$ cat config.mk
export PLATFORM = sky130hd
export DESIGN_NAME = data_ram_arbiter
export DESIGN_NICKNAME = d
export VERILOG_FILES = /design/src/rtl/data_ram_arbiter.sv
export SDC_FILE = /design/constraint.sdc
export NUM_CORES = 1
export LEC_CHECK = 0
export ABC_AREA = 1
export CAP_MARGIN = 25
export CORE_MARGIN = 4
export CORE_UTILIZATION = 38
export CTS_CLUSTER_DIAMETER = 50
export DETAILED_ROUTE_END_ITERATION = 12
export GPL_ROUTABILITY_DRIVEN = 0
export GPL_TIMING_DRIVEN = 0
export PLACE_DENSITY = 0.8
export SKIP_CTS_REPAIR_TIMING = 1
export SKIP_LAST_GASP = 1
export SLEW_MARGIN = 25
export SYNTH_ARGS = -nofsm -noshare
export SYNTH_HDL_FRONTEND = slang
export SYNTH_HIERARCHICAL = 1
export SYNTH_SLANG_ARGS = --single-unit
$ cat constraint.sdc
create_clock -name clk -period 1.8 [get_ports clk]
set_input_delay 0.27 -clock clk [delete_from_list [all_inputs] [get_ports clk]]
set_output_delay 0.27 -clock clk [all_outputs]
set_load 0.03 [all_outputs]
$ cat src/rtl/data_ram_arbiter.sv
// Arbiter sharing the single-port data RAM between the video sprite fetch and the
// CPU load/store port: fixed video priority with a bounded-starvation CPU slot.
module data_ram_arbiter #(
    parameter int unsigned STARVE_LIMIT = 8,
    parameter int unsigned RD_LAT       = 1
) (
    input  logic        clk,
    input  logic        rst,
    input  logic        vid_req,
    input  logic [15:0] vid_addr,
    output logic        vid_ack,
    output logic        vid_rvalid,
    input  logic        cpu_req,
    input  logic        cpu_wren,
    input  logic [15:0] cpu_addr,
    input  logic [15:0] cpu_wdata,
    output logic        cpu_ack,
    output logic        cpu_rvalid,
    output logic [15:0] rdata,
    output logic [15:0] ram_addr_out,
    output logic        ram_wren_out,
    output logic [15:0] ram_data_out,
    input  logic [15:0] ram_data_in,
    output logic [7:0]  cpu_wait
);

    localparam int unsigned SW         = (STARVE_LIMIT > 0) ? $clog2(STARVE_LIMIT + 1) : 1;
    localparam logic [SW-1:0] STARVE_MAX = SW'(STARVE_LIMIT);
    localparam logic [7:0]  WAIT_MAX   = 8'hFF;

    typedef enum logic [1:0] {
        IDLE    = 2'd0,
        GNT_VID = 2'd1,
        GNT_CPU = 2'd2
    } state_e;

    state_e                   state_q, state_d;
    logic [SW-1:0]            starve_q, starve_d;
    logic [7:0]               wait_q, wait_d;
    logic [15:0]              addr_q, addr_d;
    logic [15:0]              wdata_q, wdata_d;
    logic                     wren_q, wren_d;
    logic                     vack_q, vack_d;
    logic                     cack_q, cack_d;
    // Read-return tags, bit 0 = video read, bit 1 = CPU read; all-zero = no read.
    logic [RD_LAT-1:0][1:0]   tag_q, tag_d;

    // Owner selection for the next cycle.
    always_comb begin
        state_d = IDLE;
        if (vid_req && cpu_req) begin
            if (starve_q == STARVE_MAX) begin
                state_d = GNT_CPU;
            end else begin
                state_d = GNT_VID;
            end
        end else if (vid_req) begin
            state_d = GNT_VID;
        end else if (cpu_req) begin
            state_d = GNT_CPU;
        end else begin
            state_d = IDLE;
        end
    end

    // RAM command and grant pulses registered for the winner.
    always_comb begin
        addr_d  = addr_q;
        wdata_d = wdata_q;
        wren_d  = 1'b0;
        vack_d  = 1'b0;
        cack_d  = 1'b0;
        case (state_d)
            GNT_VID: begin
                addr_d  = vid_addr;
                wdata_d = cpu_wdata;
                vack_d  = 1'b1;
            end
            GNT_CPU: begin
                addr_d  = cpu_addr;
                wdata_d = cpu_wdata;
                wren_d  = cpu_wren;
                cack_d  = 1'b1;
            end
            default: begin
                addr_d  = addr_q;
                wdata_d = wdata_q;
            end
        endcase
    end

    // Starvation run length and CPU wait counter.
    always_comb begin
        starve_d = starve_q;
        wait_d   = wait_q;
        if (!cpu_req) begin
            starve_d = '0;
        end else if (state_d == GNT_CPU) begin
            starve_d = '0;
        end else if ((state_d == GNT_VID) && (starve_q != STARVE_MAX)) begin
            starve_d = starve_q + SW'(1);
        end else begin
            starve_d = starve_q;
        end
        if (!cpu_req) begin
            wait_d = 8'd0;
        end else if (cack_q) begin
            wait_d = 8'd0;
        end else if (wait_q != WAIT_MAX) begin
            wait_d = wait_q + 8'd1;
        end else begin
            wait_d = wait_q;
        end
    end

    // Tag of the access on the RAM this cycle enters the return pipeline.
    always_comb begin
        tag_d    = tag_q;
        tag_d[0] = {(state_q == GNT_CPU) && !wren_q, state_q == GNT_VID};
        for (int i = 1; i < RD_LAT; i++) begin
            tag_d[i] = tag_q[i-1];
        end
    end

    // State and output registers; reset drops any reads in flight.
    always_ff @(posedge clk or negedge rst) begin
        if (!rst) begin
            state_q  <= IDLE;
            starve_q <= '0;
            wait_q   <= 8'd0;
            addr_q   <= 16'h0000;
            wdata_q  <= 16'h0000;
            wren_q   <= 1'b0;
            vack_q   <= 1'b0;
            cack_q   <= 1'b0;
            tag_q    <= '0;
        end else begin
            state_q  <= state_d;
            starve_q <= starve_d;
            wait_q   <= wait_d;
            addr_q   <= addr_d;
            wdata_q  <= wdata_d;
            wren_q   <= wren_d;
            vack_q   <= vack_d;
            cack_q   <= cack_d;
            tag_q    <= tag_d;
        end
    end

    assign vid_ack      = vack_q;
    assign cpu_ack      = cack_q;
    assign vid_rvalid   = tag_q[RD_LAT-1][0];
    assign cpu_rvalid   = tag_q[RD_LAT-1][1];
    assign ram_addr_out = addr_q;
    assign ram_wren_out = wren_q;
    assign ram_data_out = wdata_q;
    assign cpu_wait     = wait_q;
    assign rdata        = ram_data_in;

    data_ram_arbiter_chk u_chk (
        .clk        (clk),
        .rst        (rst),
        .vid_ack    (vack_q),
        .cpu_ack    (cack_q),
        .vid_rvalid (tag_q[RD_LAT-1][0]),
        .cpu_rvalid (tag_q[RD_LAT-1][1])
    );

endmodule

// Protocol invariants of the arbiter outputs.
module data_ram_arbiter_chk (
    input logic clk,
    input logic rst,
    input logic vid_ack,
    input logic cpu_ack,
    input logic vid_rvalid,
    input logic cpu_rvalid
);

    a_one_ack : assert property (@(posedge clk) disable iff (!rst) !(vid_ack && cpu_ack));
    a_one_rvalid : assert property (@(posedge clk) disable iff (!rst) !(vid_rvalid && cpu_rvalid));

endmodule

Word-level counts from Yosys, hierarchy flattened

Cells that the tools add are included.

Register bits after elaboration: 51
Input bits: 69
Logic and storage cells: 40

$add $sub $neg: 2
Equal/unequal tests: 9
Muxes and demuxes: 14
Reductions and logical operators: 6

Operators by type and width:

| kind                                                                     | number |
|---|---|
| 16-bit one-hot mux with 2 select lines                                   | 1 |
| 8-bit two-way mux                                                        | 3 |
| 4-bit two-way mux                                                        | 3 |
| 8-bit by 1-bit adder with 8-bit output (second input constant)           | 1 |
| 2-bit two-way mux                                                        | 4 |
| 8-bit inequality test (second input constant)                            | 1 |
| 3-bit by 1-bit inequality test with 1-bit output (second input constant) | 2 |
| 4-bit by 1-bit adder with 4-bit output (second input constant)           | 1 |
| 2-bit by 1-bit == test with 1-bit output (second input constant)         | 2 |
| 2-bit == test (second input constant)                                    | 2 |
| 4-bit == test (second input constant)                                    | 1 |
| 4-bit inequality test (second input constant)                            | 1 |
| 1-bit logical AND                                                        | 3 |
| 1-bit two-way mux                                                        | 3 |
| 2-bit nonzero test                                                       | 1 |
| 2-bit OR reduction                                                       | 1 |
| 1-bit logical NOT                                                        | 1 |

Logic depth before layout (Yosys ltp)

Gate-level depths: netlist of the first run.

Word-level depth: 8
Gate-level depth with buffers: 8
Gate-level depth less buffers: 8

Least setup slack after synthesis of the first run

OpenSTA, ideal clock, no wires.

Path kind: register to register
Start: register wait_q[0], in the netlist cpu_wait[0]
End: register wait_q[0], in the netlist cpu_wait[0]
Library setup time: 0.118 ns
Data arrival time: 1.331 ns
Slack: 0.351 ns
Cell stages (with the launch flop): 9
Path buffers: 0
Period minus slack after synthesis: 1.449 ns
Cells stage by stage: dfrtp_1 > ha_1 > nand2_1 > inv_1 > nand3_1 > inv_1 > nand2_2 > nand2_1 > nand2_1

Word-level cells in the longest chain between the ends: 4

Ends and longest elaborated chain:

| item                                   | line | source |
|---|---|---|
| start, declared                        | 39   | `logic [7:0] wait_q, wait_d;` |
| start signal, assigned                 | 140  | `wait_q <= wait_d;` |
| 8-bit by 1-bit adder with 8-bit output | 110  | `wait_d = wait_q + 8'd1;` |
| 8-bit two-way mux                      | 109  | `end else if (wait_q != WAIT_MAX) begin` |
| 8-bit two-way mux                      | 107  | `end else if (cack_q) begin` |
| 8-bit two-way mux                      | 105  | `if (!cpu_req) begin` |

Parallel ways exist; a longest one is shown, timed or not. The select of a mux whose other input is x is not followed.
A chain may end at the register's enable or synchronous reset.

Worst setup path in the final report of the first run

Start: register wait_q[1], in the netlist cpu_wait[1]
End: output cpu_wait[1]

RTL lines:

| item          | line | source |
|---|---|---|
| end, declared | 24   | `output logic [7:0] cpu_wait` |

No word-level cell between the ends.

==> results.tsv, run 1 <==
stage	metric	value	unit
run_status	status	finished with violations	
run_status	violations	hold timing	
critical_path	startpoint	cpu_wait[1]	
clocking	clk_pin_slew	100	ps
placement	place_area	3530	µm²
yosys	yosysUniqueCellTypes	21	
yosys	synthXorXnorAreaFrac	0.00757	
sta	setup_viol	0	
worst_hold_path	hold_class	in2async	
sta	period_minus_slack	1730	ps
clocking	htree_num_levels	2	
critical_path	rr_worst_depth	7	
sta	fin_crit_sh	0.961	
critical_path	crit_path_top_delay_cell	clkdlybuf4s50_1	
layout	utilization	0.612	
clocking	insertion_delay	300	ps
placement	dpl.hpwl	4.64	mm
power	leakagePower	1.76	nW
floorplan	dieArea	7400	µm²
detailed_routing	ant_nets	0	
sta	fin_skew	5.37	ps
critical_path	worstPathRequired	1530	ps
yosys	ys_ff_latch	51	
floorplan	coreArea	5920	µm²
floorplan	start_util	0.391	
yosys	synth-adder-area-share	0.0162	
floorplan	die_x	86.0	µm
critical_path	worstSetupPathDepth	1	
critical_path	worst-r2r-setup-slack	310	ps
yosys	postSynthAreaPerCell	8.57	µm²
yosys	muxShareOfSynthArea	0	
power	p_clk_frac	0.257	
yosys	synth_nets	342	
clocking	root_buffer	clkbuf_8	
critical_path	crit_chain	clkdlybuf4s50_1	
detailed_routing	drt_iter0_drc	77	
yosys	synth_compound_area_frac	0.0157	
yosys	synth_warnings	6	
global_routing	grt_antenna_before_repair	0	
layout	syn2layout_area_growth	56.6	%
clocking	clk_path_buf_depth	2	
yosys	ys_seq_area_frac	0.551	
power	p_switching	0.000832	W
global_routing	grt_start_max_net_pins	52	
placement	numPortBuffers	112	
critical_path	crit_end	cpu_wait[1]	
critical_path	worst_ep_arrival_time	1460	ps
floorplan	core.rowCount	28	
critical_path	critPathCaptureType	output pin	
power	switching_share	0.310	
sta	slew_violations	0	
sta	worst_pin_slew	641	ps
detailed_routing	drt_pass1_iterations	5	
flow_run	cap_violations	0	
detailed_routing	drc	0	
power	seq_power_share	0.477	
critical_path	cp_top_family	buffers and inverters	
clocking	numCtsBuffers	5	
layout	layout.nets	461	
floorplan	dieHeight	86.0	µm
detailed_routing	wire_per_inst	12.7	µm
critical_path	crit_type	reg2out	
critical_path	crit_fanout	5	
yosys	synth_top_family_by_area	simple AND/OR/NAND/NOR gates	
detailed_routing	avgViaCountPerCell	4.59	
floorplan	pin_count	130	
power	p_int	0.00185	W
critical_path	start_kind	register	
yosys	synth_area	2310	µm²
sta	rsz0062_at_grt	false	
sta	holdWs	-33.7	ps
detailed_routing	via_count	2135	
global_routing	grt_pass1_vias	2079	
yosys	synth-simple-area-share	0.312	
layout	drive_above_1_share	0.110	
critical_path	max_stage_delay	710	ps
yosys	netlist_instances	270	
power	ir_drop	0.000345	V
clocking	clock_sinks	51	
layout	antenna_cells	0	
critical_path	r2r_end	ram_addr_out[11]	
power	pwr_density_cell	740	nW/µm²
sta	hold_viol	35	
global_routing	overflow	0	
global_routing	grt_pass1_wl	9.54	mm
layout	final_cell_area	3620	µm²
detailed_routing	routed_wirelength	5.90	mm
critical_path	r2r_start	starve_q[0]	
sta	maxSlewHeadroom	0.572	
global_routing	grt_use_total	0.163	
sta	max_freq	578	MHz
clocking	cts_tree	done	
critical_path	path_buf_inv	1	
power	power.combinational.fraction	0.267	
worst min path at each step:
stage                  endpoint  slack (ps)    startpoint  depth (start not counted)
floorplan               cpu_ack         -30           rst                          0
global placement       tag_q[1]         410  ram_wren_out                          1
detailed placement  cpu_wait[7]         340           rst                          1
CTS                 cpu_wait[1]          -1           rst                          1
global route        cpu_wait[1]          20           rst                          1
finish              cpu_wait[7]         -30           rst                          1
final cells by class:
type                       instances  area [µm²]
multi-input combinational        181         813
clock inverter                     3        26.3
timing repair buffer             112        1120
sequential                        51        1280
clock buffer                       5        68.8
buffer                            23         169
fill                             531        2300
tap                               75        93.8
inverter                          15        56.3
layout by cell type, fill, tap and decap left out, drive strengths merged, types with 4 or more instances in the layout:
cell,instances
nand2,120
clkdlybuf4s50,110
buf,24
inv,17
nor2,16
nand4,4
dfrtp,51
nand3,28
clkbuf,5
a21oi,4
power groups by stage:
stage / combinational, W / sequential (W) / clock (W)
3_5_place_dp: 0.000725 / 0.00130 / 0
3_3_place_gp: 0.000717 / 0.00130 / 0
4_1_cts: 0.000727 / 0.00128 / 0.000719
5_1_grt: 0.000768 / 0.00129 / 0.000779
2_1_floorplan: 0.000194 / 0.00145 / 0
6_report: 0.000714 / 0.00128 / 0.000689
stage by stage:
step | hold slack [ps] | setup TNS [ps] | cells | power [W] | setup slack, ps
after floorplan | -25.6 | 0 | 270 | 0.00165 | 351
after global placement | 408 | -53290 | 457 | 0.00201 | -1050
after detailed placement | 341 | 0 | 457 | 0.00203 | 44.1
after CTS | -1.38 | 0 | 465 | 0.00272 | 5.65
after global routing | 16.9 | 0 | 465 | 0.00284 | 14.9
final | -33.7 | 0 | 465 | 0.00268 | 69.4
sequential cells by signal (all words and copies together) (netlist names), 2 cells and up:
register,count
starve_q,4
ram_addr_out,16
cpu_wait,8
tag_q,2
ram_data_out,16
state_q,2
Yosys cell counts (all sizes together):
master  number  share of area
buf         23          0.073
nand2      120           0.20
xnor2        1         0.0038
or2          1         0.0027
xor2         1         0.0038
a21oi        4          0.014
nor3         1         0.0022
nor2        16          0.029
dfrtp       51           0.55
nand3       28          0.061
nand3b       1         0.0086
ha           3          0.016
o21ai        1         0.0022
nand4        4          0.011
inv         15          0.024
kinds of logic after synthesis:
| kind of cell | count (synthesis) |
|---|---|
| flip-flops | 51 |
| XOR/XNOR | 2 |
| AO/OA/AOI/OAI | 5 |
| adder cells (fa/ha/maj) | 3 |
| AND/OR/NAND/NOR | 171 |
| buffers and inverters | 38 |
per-layer routing:
metal / track usage / wire length (µm) / vias to the layer above
met1: 0.188 / 2250 / 960
met5: 0 / 0 / -
li1: - / - / 1067
met2: 0.278 / 2850 / 101
met4: 0.0446 / 63 / 0
met3: 0.0663 / 733 / 7
No activity file was read; power rests on OpenSTA's default activity.
==> inputs of run 2 (changes only) <==
Settings changed: CORE_MARGIN 4 to unset, CORE_UTILIZATION 38 to 41, PLACE_DENSITY 0.8 to 0.85.
Clock period 1.8 ns to 2 ns, I/O delays scaled along.
==> results.tsv, run 2 (synthesis results as in run 1) <==
stage	metric	value	unit
sta	max_freq	559	MHz
detailed_routing	drc	0	
detailed_routing	drt_pass1_iterations	4	
floorplan	core.rowCount	26	
sta	fin_crit_sh	0.895	
critical_path	worstPathRequired	1700	ps
clocking	clk_pin_slew	90	ps
global_routing	grt_pass1_wl	9.82	mm
detailed_routing	drt_iter0_drc	69	
sta	maxSlewHeadroom	0.576	
clocking	root_buffer	clkbuf_8	
global_routing	grt_use_total	0.210	
sta	fin_skew	4.88	ps
clocking	clk_path_buf_depth	2	
critical_path	max_stage_delay	720	ps
critical_path	path_buf_inv	1	
detailed_routing	routed_wirelength	5.85	mm
global_routing	grt_pass1_vias	2155	
placement	numPortBuffers	112	
layout	drive_above_1_share	0.108	
critical_path	crit_fanout	7	
critical_path	crit_chain	clkdlybuf4s50_1	
flow_run	cap_violations	0	
sta	setup_viol	0	
detailed_routing	via_count	2150	
layout	final_cell_area	3620	µm²
layout	final_cell_mix	117 x nand2_1, 111 x clkdlybuf4s50_1, 51 x dfrtp_1	
placement	dp.cells	452	
global_routing	grt_antenna_before_repair	0	
sta	holdWs	-4.11	ps
floorplan	pin_count	130	
sta	slew_violations	0	
layout	final_common_cell	nand2_1	
sta	rsz0062_at_grt	false	
global_routing	grt_start_max_net_pins	52	
floorplan	coreArea	5270	µm²
critical_path	start_kind	register	
critical_path	crit_type	reg2out	
layout	fin_cells	460	
global_routing	overflow	0	
sta	worst_pin_slew	636	ps
floorplan	dieHeight	77.1	µm
floorplan	dieArea	5950	µm²
placement	dpl.hpwl	4.44	mm
critical_path	critPathCaptureType	output pin	
clocking	clock_sinks	51	
detailed_routing	wire_per_inst	12.7	µm
power	leakagePower	1.75	nW
layout	syn2layout_area_growth	56.4	%
clocking	numCtsBuffers	5	
clocking	cts_tree	done	
detailed_routing	avgViaCountPerCell	4.67	
power	pwr_density_cell	672	nW/µm²
clocking	htree_num_levels	2	
layout	layout.nets	461	
run_status	status	finished with violations	
sta	period_minus_slack	1790	ps
layout	multiInputGateArea	813	µm²
placement	place_area	3520	µm²
critical_path	worst_ep_arrival_time	1490	ps
sta	hold_viol	2	
run_status	violations	hold timing	
worst_hold_path	hold_class	in2async	
floorplan	start_util	0.439	
detailed_routing	ant_nets	0	
floorplan	die_x	77.1	µm
critical_path	crit_path_top_delay_cell	clkdlybuf4s50_1	
clocking	insertion_delay	290	ps
layout	fillers	480	
sta	fin_setup_tns	0	ps
layout	antenna_cells	0	
layout	regArea	1280	µm²
critical_path	cp_top_family	buffers and inverters	
power	ir_drop	0.000332	V
-- run 2: cell types whose count changed in the layout (fill, tap and decap cells not counted) --
cell / change
clkdlybuf4s50_1: +1
clkbuf_1: +1
dlymetal6s2s_1: -1
clkinv_4: -1
inv_6: -2
clkbuf_8: +2
-- run 2: power breakdown --
group	leakage [nW]	switching (W)	internal, W
registers	0.632	0.0000451	0.00111
logic	1.07	0.000343	0.000302
clock network	0.0515	0.000322	0.000316
-- run 2: layout make-up --
| class | instances | area share |
|---|---|---|
| sequential | 51 | 0.352 |
| timing repair buffer | 112 | 0.309 |
| multi-input combinational | 181 | 0.225 |
| buffer | 23 | 0.0466 |
| clock buffer | 8 | 0.0276 |
| tap | 70 | 0.0242 |
| inverter | 15 | 0.0155 |
-- run 2: stage by stage --
step | setup WS (ps) | total power [W] | hold WS [ps] | utilization
final | 211 | 0.00243 | -4.11 | 0.687
after global routing | 153 | 0.00255 | 56.0 | 0.687
after CTS | 202 | 0.00246 | 38.6 | 0.687
after detailed placement | 215 | 0.00182 | 370 | 0.668
after global placement | -854 | 0.00181 | 411 | 0.669
after floorplan | 551 | 0.00148 | 4.41 | -
-- run 2: routing by layer --
layer,up-vias,track usage,share of wire
li1,1062,-,-
met1,988,0.242,0.40
met4,0,0.0604,0.0097
met3,4,0.0714,0.079
met2,96,0.365,0.51
met5,-,0,0
-- run 2: path summary, 6_finish.rpt --
check | to | cells after the start | startpoint | slack, ps
min in group clk | starve_q[1] | 3 | cpu_req | 290
worst max register to register | ram_addr_out[6] | 7 | starve_q[0] | 500
max in group asynchronous | ram_data_out[2] | 1 | rst | 1540
worst min-delay path | cpu_wait[6] | 1 | rst | -4
worst max-delay path | cpu_wait[0] | 1 | cpu_wait[0] | 210
worst min register to register | tag_q[1] | 1 | ram_wren_out | 430
